**src/rtl/apb_slave_regbank_if.sv**
```systemverilog
// APB completer-side bus bundle for apb_slave_regbank.
// The master modport drives the request; the slave modport returns the response.
interface apb_slave_regbank_if #(
    parameter int ADDR_W = 32,
    parameter int DATA_W = 32
);
    logic              PSEL;
    logic              PENABLE;
    logic              PWRITE;
    logic [ADDR_W-1:0] PADDR;
    logic [DATA_W-1:0] PWDATA;
    logic [DATA_W/8-1:0] PSTRB;
    logic [DATA_W-1:0] PRDATA;
    logic              PREADY;
    logic              PSLVERR;

    modport master (
        output PSEL, PENABLE, PWRITE, PADDR, PWDATA, PSTRB,
        input  PRDATA, PREADY, PSLVERR
    );

    modport slave (
        input  PSEL, PENABLE, PWRITE, PADDR, PWDATA, PSTRB,
        output PRDATA, PREADY, PSLVERR
    );
endinterface

```
**src/rtl/apb_slave_regbank.sv**
```systemverilog
// APB register bank with byte strobes and programmable wait states.
// Define APB_SLV_PSLVERR_EN to flag out-of-window accesses on PSLVERR.
module apb_slave_regbank #(
    parameter int          ADDR_W      = 32,
    parameter int          DATA_W      = 32,
    parameter int          NUM_REGS    = 16,
    parameter logic [31:0] BASE_ADDR   = 32'h7000_0000,
    parameter int          WAIT_STATES = 1
) (
    input logic PCLK,
    input logic PRSTn,
    apb_slave_regbank_if.slave bus
);
    localparam int IDX_W  = $clog2(NUM_REGS);
    localparam int STRB_W = DATA_W / 8;

    typedef enum logic {
        IDLE,
        ACCESS
    } state_t;

    state_t              state_q, state_d;
    logic [3:0]          cnt_q, cnt_d;
    logic                capture;
    logic                commit;
    logic [ADDR_W-1:0]   addr_q;
    logic                write_q;
    logic [DATA_W-1:0]   wdata_q;
    logic [STRB_W-1:0]   strb_q;
    logic [DATA_W-1:0]   regs_q [NUM_REGS];

    logic [ADDR_W-1:0]   offset;
    logic                in_range;
    logic [IDX_W-1:0]    idx;
    logic                ready;

    // Decode works on the captured address so ACCESS-phase bus changes are ignored
    assign offset   = addr_q - ADDR_W'(BASE_ADDR);
    assign in_range = offset < ADDR_W'(NUM_REGS * 4);
    assign idx      = offset[2 +: IDX_W];
    assign ready    = (state_q == ACCESS) && (cnt_q == 4'd0);

    always_ff @(posedge PCLK) begin
        if (!PRSTn) begin
            state_q <= IDLE;
            cnt_q   <= '0;
        end else begin
            state_q <= state_d;
            cnt_q   <= cnt_d;
        end
    end

    always_comb begin
        state_d = state_q;
        cnt_d   = cnt_q;
        capture = 1'b0;
        commit  = 1'b0;
        unique case (state_q)
            IDLE: begin
                if (bus.PSEL && !bus.PENABLE) begin
                    capture = 1'b1;
                    cnt_d   = 4'(WAIT_STATES);
                    state_d = ACCESS;
                end
            end
            ACCESS: begin
                unique case (1'b1)
                    !bus.PSEL: begin
                        state_d = IDLE;
                    end
                    bus.PSEL && !bus.PENABLE: begin
                        capture = 1'b1;
                        cnt_d   = 4'(WAIT_STATES);
                    end
                    bus.PSEL && bus.PENABLE && (cnt_q != 4'd0): begin
                        cnt_d = cnt_q - 4'd1;
                    end
                    bus.PSEL && bus.PENABLE && (cnt_q == 4'd0): begin
                        commit  = 1'b1;
                        state_d = IDLE;
                    end
                endcase
            end
            default: state_d = IDLE;
        endcase
    end

    always_ff @(posedge PCLK) begin
        if (!PRSTn) begin
            addr_q  <= '0;
            write_q <= 1'b0;
            wdata_q <= '0;
            strb_q  <= '0;
        end else if (capture) begin
            addr_q  <= bus.PADDR;
            write_q <= bus.PWRITE;
            wdata_q <= bus.PWDATA;
            strb_q  <= bus.PSTRB;
        end
    end

    always_ff @(posedge PCLK) begin
        if (!PRSTn) begin
            for (int r = 0; r < NUM_REGS; r++) begin
                regs_q[r] <= '0;
            end
        end else if (commit && write_q && in_range) begin
            for (int b = 0; b < STRB_W; b++) begin
                if (strb_q[b]) begin
                    regs_q[idx][8*b +: 8] <= wdata_q[8*b +: 8];
                end
            end
        end
    end

    assign bus.PREADY = ready;
    assign bus.PRDATA = (ready && !write_q && in_range) ? regs_q[idx] : '0;

`ifdef APB_SLV_PSLVERR_EN
    assign bus.PSLVERR = ready && !in_range;
`else
    assign bus.PSLVERR = 1'b0;
`endif

endmodule

```
**src/flat_wrapper.sv**
```systemverilog
// flat-port wrapper written by rule: the top's interface ports become plain ports
module apb_slave_regbank_flat 
#(
    parameter int          ADDR_W      = 32,
    parameter int          DATA_W      = 32,
    parameter int          NUM_REGS    = 16,
    parameter logic [31:0] BASE_ADDR   = 32'h7000_0000,
    parameter int          WAIT_STATES = 1
)
  (PCLK, PRSTn, bus_PSEL, bus_PENABLE, bus_PWRITE, bus_PADDR, bus_PWDATA, bus_PSTRB, bus_PRDATA, bus_PREADY, bus_PSLVERR);
  apb_slave_regbank_if #(.ADDR_W(ADDR_W), .DATA_W(DATA_W)) bus_i ();
  input logic PCLK;
  input logic PRSTn;
  input wire logic [$bits(bus_i.PSEL)-1:0] bus_PSEL;
  input wire logic [$bits(bus_i.PENABLE)-1:0] bus_PENABLE;
  input wire logic [$bits(bus_i.PWRITE)-1:0] bus_PWRITE;
  input wire logic [$bits(bus_i.PADDR)-1:0] bus_PADDR;
  input wire logic [$bits(bus_i.PWDATA)-1:0] bus_PWDATA;
  input wire logic [$bits(bus_i.PSTRB)-1:0] bus_PSTRB;
  output wire logic [$bits(bus_i.PRDATA)-1:0] bus_PRDATA;
  output wire logic [$bits(bus_i.PREADY)-1:0] bus_PREADY;
  output wire logic [$bits(bus_i.PSLVERR)-1:0] bus_PSLVERR;
  assign bus_i.PSEL = bus_PSEL;
  assign bus_i.PENABLE = bus_PENABLE;
  assign bus_i.PWRITE = bus_PWRITE;
  assign bus_i.PADDR = bus_PADDR;
  assign bus_i.PWDATA = bus_PWDATA;
  assign bus_i.PSTRB = bus_PSTRB;
  assign bus_PRDATA = bus_i.PRDATA;
  assign bus_PREADY = bus_i.PREADY;
  assign bus_PSLVERR = bus_i.PSLVERR;
  apb_slave_regbank #(.ADDR_W(ADDR_W), .DATA_W(DATA_W), .NUM_REGS(NUM_REGS), .BASE_ADDR(BASE_ADDR), .WAIT_STATES(WAIT_STATES)) u_core (.PCLK(PCLK), .PRSTn(PRSTn), .bus(bus_i));
endmodule
```
**config.mk**
```make
export PLATFORM = sky130hd
export DESIGN_NAME = apb_slave_regbank_flat
export DESIGN_NICKNAME = d
export VERILOG_FILES = /design/src/rtl/apb_slave_regbank_if.sv /design/src/rtl/apb_slave_regbank.sv /design/src/flat_wrapper.sv
export SDC_FILE = /design/constraint.sdc
export NUM_CORES = 1
export LEC_CHECK = 0
export BUFFER_PORTS_ARGS = -buffer_cell sky130_fd_sc_hd__buf_4
export CORE_ASPECT_RATIO = 1.1
export CORE_UTILIZATION = 40
export CTS_CLUSTER_SIZE = 16
export DETAILED_ROUTE_END_ITERATION = 7
export SLEW_MARGIN = 20
export SYNTH_ARGS = -nofsm -noshare
export SYNTH_HDL_FRONTEND = slang
export SYNTH_SLANG_ARGS = --single-unit
```
**constraint.sdc**
```tcl
create_clock -name PCLK -period 3.8 [get_ports PCLK]
set_clock_uncertainty 0.2 [all_clocks]
set_input_delay 0.38 -clock PCLK [delete_from_list [all_inputs] [get_ports PCLK]]
set_output_delay 0.38 -clock PCLK [all_outputs]
set_load 0.005 [all_outputs]
```
* Word level (Yosys, flattened, before mapping)
Memories as Yosys holds them, arrays and structs flattened.
Cells that the tools add are included.
** Cells by class
- Add/subtract/negate cells :: 2
- Magnitude comparators :: 1
- Eq/ne operators :: 2
- Mux-type cells :: 29
- Bitwise operators :: 1
- Reduce and logical (&&, ||, !) cells :: 17
** Operators by type and width (count)
- $mux W32 :: 2
- $lt A32 B7 Y1 const B :: 1
- $reduce_or A32 Y1 :: 1
- $sub A32 B31 Y32 const B :: 1
- $mux W1 :: 21
- $pmux W4 S2 :: 2
- $mux W4 :: 3
- $logic_and A1 B1 Y1 :: 9
- $logic_not A4 Y1 :: 1
- $reduce_bool A4 Y1 :: 1
- $sub A4 B1 Y4 const B :: 1
- $logic_not A1 Y1 :: 3
- $ne A3 B3 Y1 const B :: 1
- $ne A2 B1 Y1 const B :: 1
- $pmux W1 S2 :: 1
- $reduce_and A2 Y1 :: 1
- $reduce_or A2 Y1 :: 1
- $not A1 Y1 :: 1
** Storage, ports and cells
- Register bits :: 74
- RAM bits :: 512
- Bits of input ports :: 73
- Word-level logic and storage cells :: 59
- Memories kept :: 1
** Memories
- u_core.regs_q :: words 16, bits a word 32, rd ports 1, clocked after Yosys merged registers in 0, write ports 16, RTL line apb_slave_regbank.sv:30 : logic [DATA_W-1:0] regs_q [NUM_REGS];

* Logic depth before layout (Yosys ltp)
Gate-level depths: netlist of run 1.
- Word-level depth :: 11
- Mapped depth :: 8

* Least setup slack after synthesis of run 1
No wires, ideal clock.
- Path kind :: register to register
- Start :: register u_core.addr_q[20]
- End :: memory u_core.regs_q[2][0] (enable)
- Setup time :: 398 ps
- Data arrival time :: 2561 ps
- Data required time :: 3202 ps
- Setup slack :: 641 ps
- Cell stages (with the launch flop) :: 6
- Buffers on the path :: 1
- Cells stage by stage :: dfxtp_1 > or4_1 > nor4_4 > nand2_1 > buf_2 > o41ai_1
** RTL lines
- from (decl) :: RTL line apb_slave_regbank.sv:26 : logic [ADDR_W-1:0] addr_q;
- from (signal assigned) :: RTL line apb_slave_regbank.sv:95 : addr_q <= bus.PADDR;
- to (decl) :: RTL line apb_slave_regbank.sv:30

* Worst setup path in the final report of run 1
- Start :: register u_core.cnt_q[0]
- End :: output port bus_PRDATA[30]
** On the way
- Word-level cells in the longest chain between the ends :: 5
** Ends and longest elaborated chain
- from (decl) :: RTL line apb_slave_regbank.sv:23 : logic [3:0] cnt_q, cnt_d;
- from (signal assigned) :: RTL line apb_slave_regbank.sv:49 : cnt_q <= cnt_d;
- $logic_not A4 Y1 :: RTL line apb_slave_regbank.sv:41 : assign ready = (state_q == ACCESS) && (cnt_q == 4'd0);
- $logic_and A1 B1 Y1 :: RTL line apb_slave_regbank.sv:41
- $logic_and A1 B1 Y1 (2 in series) :: RTL line apb_slave_regbank.sv:117 : assign bus.PRDATA = (ready && !write_q && in_range) ? regs_q[idx] : '0;
- $mux W32 :: RTL line apb_slave_regbank.sv:117
- to (decl) :: RTL line flat_wrapper.sv:20 : output wire logic [$bits(bus_i.PRDATA)-1:0] bus_PRDATA;
No other way between the ends.

==> results of run 1 <==
==> cells in the final DEF (no fill, tap or decap), types with 5 or more instances in the layout <==
cell / n
edfxtp_1: 512
bufinv_16: 6
a21boi_0: 70
a22oi_1: 64
and3_1: 105
nor4_1: 35
nor2_1: 387
mux4_2: 128
nand3_1: 79
and2_1: 5
clkinv_2: 15
o21ai_0: 52
buf_4: 226
buf_12: 7
clkbuf_1: 13
o21ai_1: 6
clkbuf_16: 61
nand4_1: 17
dlygate4sd3_1: 68
a21oi_1: 34
clkinv_1: 12
o41ai_2: 6
nand2_1: 220
dfxtp_1: 70
==> final cells by class <==
type | instances | area, um^2
Antenna cell | 2 | 5.00
Sequential cell | 584 | 16800
Multi-Input combinational cell | 1237 | 8410
Fill cell | 5564 | 33100
Inverter | 4 | 15.0
Clock buffer | 77 | 1620
Clock inverter | 34 | 309
Tap cell | 841 | 1050
Timing Repair Buffer | 301 | 2520
==> synth_stat cells, types with 10 or more instances <==
cell	n
edfxtp_1	512
nor2_1	390
nand2_1	220
clkbuf_1	144
mux4_2	128
and3_1	105
nand3_1	79
dfxtp_1	72
a21boi_0	70
a22oi_1	64
o21ai_0	52
nor4_1	35
a21oi_1	34
buf_1	28
nand4_1	17
buf_2	10
==> state kept, by name, indices dropped and copies added, names as in the netlist <==
name            cells
u_core.wdata_q     32
u_core.strb_q       4
u_core.cnt_q        4
u_core.state_q      1
u_core.write_q      1
u_core.addr_q      30
u_core.regs_q     512
==> routing by layer <==
layer  up-vias  wire (um)
met3       135       5240
met2       701      35600
li1       7833          -
met4         0       2360
met5         -          0
met1      8802      28500
==> worst max-delay path by stage <==
stage | endpoint | cells after the start
finish | bus_PRDATA[30] | 8
global placement | u_core.regs_q[8][11] | 6
detailed placement | u_core.regs_q[10][11] | 8
floorplan | u_core.regs_q[2][0] | 5
global route | bus_PRDATA[30] | 8
CTS | bus_PRDATA[24] | 8
==> critical path: stages (launching register included) <==
cell,delay [ns]
dfxtp_1,0.33
inv_1,0.09
ha_1,0.20
nand4bb_1,0.25
nor4_4,0.47
nand3b_1,0.16
buf_4,0.29
a21oi_1,0.35
buf_4,0.19
==> through the flow <==
stage / utilization, % / cell area (um^2) / hold slack (ns) / total power (W) / setup slack (ns)
2_1_floorplan: - / 25900 / 0.238 / 0.00783 / 0.641
3_3_place_gp: 44.0 / 28100 / 0.251 / 0.00819 / 0.591
3_5_place_dp: 44.0 / 28100 / 0.256 / 0.00822 / 0.507
4_1_cts: 48.2 / 30700 / 0.00302 / 0.0141 / 0.235
5_1_grt: 48.2 / 30700 / 0.0615 / 0.0144 / 0.0894
6_report: 48.2 / 30700 / 0.0270 / 0.0140 / 0.267
==> timing repair <==
item / 4_1_cts / 5_1_grt
hold buffers: 68 / 0
setup buffers: 1 / 0
endpoints found under the setup margin: 1 / 0
endpoints found under the hold margin: 70 / 0
==> cells by family (layout without fill, tap and decap cells) <==
family          Yosys count  after routing  synth area share, %
flops                   584            584                 65.0
simple gates            870            870                 14.9
fa+ha+maj                 1              1               0.0484
buf+inv                 188            416                 2.81
compound gates          237            237                 6.03
other cells               1              3               0.0145
mux                     128            128                 11.1
==> power by group through the flow <==
stage	Combinational [W]	Sequential, W	Clock [W]
CTS	0.000856	0.00729	0.00593
finish	0.000851	0.00729	0.00584
detailed placement	0.000789	0.00743	0
global placement	0.000777	0.00741	0
floorplan	0.000475	0.00735	0
global route	0.000910	0.00731	0.00617
==> out/metrics.csv, run 1 <==
metric,value,unit
r2r_slack,0.42,ns
grt_pass1_vias,17900,
wl,71700,um
grt_first_pass_wirelength,108000,um
ys_types,37,
clock_latency,0.63,ns
dp.cells,2898,
critPathKind,reg -> out,
port_buffers,103,
met2_usage,37.9,%
hpwlAfterDp,43200,um
r2r-start,u_core.cnt_q[0],
io_pins,107,
max_cap_violations,0,
netSwitchingPower,0.00305,W
row_count,97,
cts_root_buffer,clkbuf_16,
setup_viol,0,
p_comb_share,6.1,%
via_count,17500,
cts_sinks,584,
yosys.area.top_type,edfxtp_1,
netlist_area,25900,um^2
tightest_slew,0.908,ns
sequentialPowerShare,52.1,%
ys_async_sr_fraction,0,%
hold_violations,0,
ys_ff_latch,584,
syn_nets,2083,
fmax,0.283,GHz
cts_tree,yes,
startpoint,u_core.cnt_q[0],
critPathMaxFanout,16,
drt_pass1_iterations,7,
ys_top_cells_by_area,"edfxtp_1, mux4_2, nor2_1",
p_int,0.0109,W
ys_warn_count,0,
track_usage,22.1,%
cellPowerDensity,455,nW/um^2
area_delta_synth_final,18.9,%
gr-usage-met1,28.3,%
drt_drc_violations_left,0,
synth_top_area_share,59.5,%
antenna_found_initial,2,
ir_drop,0.336,mV
cts_buffers,59,
grt_setup_unrepaired,no,
nNetsFinal,2261,
start_util,40.5,%
grt_overflow_total,0,
worstHoldStart,bus_PENABLE,
drt_iter0_drc,1546,
holdPathStages,4,
fin_setup_tns,0,ns
place_congestion,0.792,
pwr-share-clk,41.8,%
syn_inst,2009,
grt_start_max_net_pins,85,
die_h,269,um
p_leak,10.4,nW
final_cells,3080,
ys.flop_type,edfxtp_1,
min_to,u_core.cnt_q[2],
cp_data_arrival_time,2.95,ns
worst_ep_required_time,3.22,ns
h-tree-depth,2,
top_usage_layer,met2,
finalMaxSlewViolations,0,
vias_per_cell,5.67,
drive_gt1_share,21.0,%
detail-route-antenna-nets,0,
fin_crit,3.53,ns
hold_class,in -> reg,
worstSetupStartpointType,flop,
avgRoutedWirePerCell,23.3,um
core_area,63800,um^2
synth-edff-count,512,
synth_seq_area_share,65.0,%
finalCritPeriodShare,93.0,%
clockBufferDepth,3,
critPathCaptureType,primary output,
grtUsageMet3,4.00,%
status,"finished, final reports clean",
fp.dieArea,65700,um^2
path_clk_slew,0.06,ns
switching_share,21.8,%
die_w,244,um
r2r_cells,8,
synth_area_per_cell,12.9,um^2
timing.rr.end,u_core.regs_q[8][4],
cts_resized,0,
slew_headroom,39.4,%
(Power assumes the default switching activity.)
==> run 2: changes to the inputs <==
CORE_MARGIN = 2   (was not set)
clock period = 4.4 ns   (was 3.8 ns; I/O delays follow)
==> run 2 against run 1 <==
  * Combinational power down 15%
  * Via count is 0.42% lower
  * Design area shrank 1.1%
  * Critical path type unchanged
  * Largest cell class unchanged
==> out/metrics.csv, run 2 (synthesized netlist as in run 1, its figures left out) <==
metric,value,unit,change
most-common-layout-cells,"edfxtp_1, nor2_1, nand2_1, buf_4, mux4_2",,
cts_buffers,61,,+3.4%
drt_pass1_iterations,6,,-1
min_to,u_core.cnt_q[2],,
cts_tree,yes,,
path_cells,or4_1 > nor4_4 > nand3b_1 > buf_4 > a21oi_1 > buf_4,,
critPathMaxFanout,16,,unchanged
r2r_slack,0.61,ns,+0.19 ns
p_leak,10.2,nW,-1.9%
fin_setup_tns,0,ns,unchanged
grt_overflow_total,0,,unchanged
drive_gt1_share,19.7,%,-1.3 points
crit_top_cell,buf_4,,
area_delta_synth_final,17.6,%,
io_pins,107,,unchanged
drt_iter0_drc,2060,,+33%
worstSetupStartpointType,flop,,
worst_ep_required_time,3.76,ns,+0.54 ns
avgRoutedWirePerCell,23.3,um,about the same
nNetsFinal,2243,,-0.80%
detail-route-antenna-nets,0,,unchanged
path_clk_slew,0.06,ns,about the same
worstHoldStart,bus_PENABLE,,
reg.largest.list,"u_core.regs_q x512, u_core.wdata_q x32, u_core.addr_q x30",,
via_count,17400,,-0.42%
hold_class,in -> reg,,
r2r_cells,5,,-3
clock_latency,0.64,ns,about the same
setup_viol,0,,unchanged
port_buffers,103,,unchanged
fin_crit,3.87,ns,
tightest_slew,1.10,ns,+0.192 ns
antenna_found_initial,0,,-2
final_core_util,47.6,%,-0.53 points
clockBufferDepth,3,,unchanged
drt_drc_violations_left,0,,unchanged
crit_slowest_cell,or4_1,,
wl,71100,um,-0.92%
grt_setup_unrepaired,no,,
row_count,97,,unchanged
hpwlAfterDp,42700,um,-1.2%
switching_share,22.0,%,+0.15 points
place_congestion,0.802,,+1.3%
cts_resized,0,,unchanged
r2r-start,u_core.addr_q[2],,
finalCritPeriodShare,87.9,%,
max_stage_delay,0.60,ns,+0.13 ns
p_int,0.00922,W,-16%
core_area,63800,um^2,unchanged
antenna_cells,0,,-2
h-tree-depth,2,,unchanged
fmax,0.259,GHz,
pwr-share-clk,40.6,%,-1.2 points
vias_per_cell,5.70,,+0.52%
hold_violations,0,,unchanged
fp.dieArea,66700,um^2,+1.6%
timing.rr.end,u_core.regs_q[3][23],,
slew_headroom,26.7,%,-13 points
p_comb_share,6.1,%,about the same
sequentialPowerShare,53.3,%,+1.2 points
final_common_cell,edfxtp_1,,
critPathCaptureType,primary output,,
status,"finished, final reports clean",,
cts_root_buffer,clkbuf_16,,
die_h,271,um,+0.74%
max_cap_violations,0,,unchanged
netSwitchingPower,0.00259,W,-15%
start_util,40.5,%,unchanged
grt_start_max_net_pins,87,,+2.4%
cellPowerDensity,388,nW/um^2,-15%
holdPathStages,4,,unchanged
ir_drop,0.327,mV,-2.7%
cp_data_arrival_time,3.23,ns,+0.28 ns
largest_reg_flops,512,,unchanged
finalMaxSlewViolations,0,,unchanged
cts_sinks,584,,unchanged
startpoint,u_core.addr_q[20],,
die_w,246,um,+0.82%
grt_pass1_vias,17500,,-1.9%
regMostFlops,u_core.regs_q,,
hold_slack,0.0838,ns,+0.0568 ns
grt_first_pass_wirelength,106000,um,-1.5%
track_usage,21.3,%,-0.77 points
critPathKind,reg -> out,,
==> run 2: cell types whose count changed in the layout (fill, tap and decap cells not counted), sizes merged <==
| cell | change |
|---|---|
| clkinv | -9 |
| inv | -1 |
| clkbuf | +7 |
| bufinv | -4 |
| diode | -2 |
| buf | -20 |
==> run 2: repair_timing <==
item	4_1_cts	5_1_grt
endpoints found under the hold margin	70	0
hold buffers	68	0
setup buffers	0	0
setup endpoints to repair	0	0
==> run 2: area by class of cell <==
class                      instances  area, um^2
timing repair buffer             281        2300
tap                              841        1050
fill                            5634       33400
inverter                           4        15.0
clock inverter                    20         150
clock buffer                      84        1650
multi-input combinational       1237        8410
sequential                       584       16800
==> run 2: critical path: cells and delay by family, from the launching register on <==
kind / cells / cell delay (ns)
AO/OA/AOI/OAI: 1 / 0.27
buffers and inverters: 2 / 0.59
flip-flops: 1 / 0.31
AND/OR/NAND/NOR: 3 / 1.43
==> run 2: power by group through the flow <==
stage	combinational (W)	sequential, W	clock [W]
detailed placement	0.000673	0.00641	0
global route	0.000770	0.00631	0.00506
floorplan	0.000411	0.00635	0
finish	0.000721	0.00630	0.00479
global placement	0.000665	0.00640	0
CTS	0.000723	0.00630	0.00486
==> run 2: layer usage <==
layer	vias to the layer above	GRT usage, %	wire length (um)
li1	7786	-	-
met1	8686	28.1	28000
met2	786	35.4	34800
met3	139	4.24	6000
met4	0	6.88	2240
met5	-	0	0
==> run 2: worst max path at each step <==
stage | slack, ns | to | cells after the start
2_1_floorplan | 1.24 | u_core.regs_q[2][0] | 5
6_report | 0.53 | bus_PRDATA[7] | 6
5_1_grt | 0.35 | bus_PRDATA[1] | 8
3_3_place_gp | 0.80 | u_core.regs_q[13][4] | 5
3_5_place_dp | 0.70 | u_core.regs_q[11][20] | 5
4_1_cts | 0.45 | bus_PRDATA[1] | 6
==> run 2: metrics by stage <==
stage / area (um^2) / setup slack [ns] / instances / power, W
CTS: 30400 / 0.447 / 3051 / 0.0119
floorplan: 25900 / 1.24 / 2009 / 0.00676
global route: 30400 / 0.348 / 3051 / 0.0121
global placement: 27900 / 0.797 / 2879 / 0.00706
finish: 30400 / 0.532 / 3051 / 0.0118
detailed placement: 27900 / 0.697 / 2879 / 0.00708
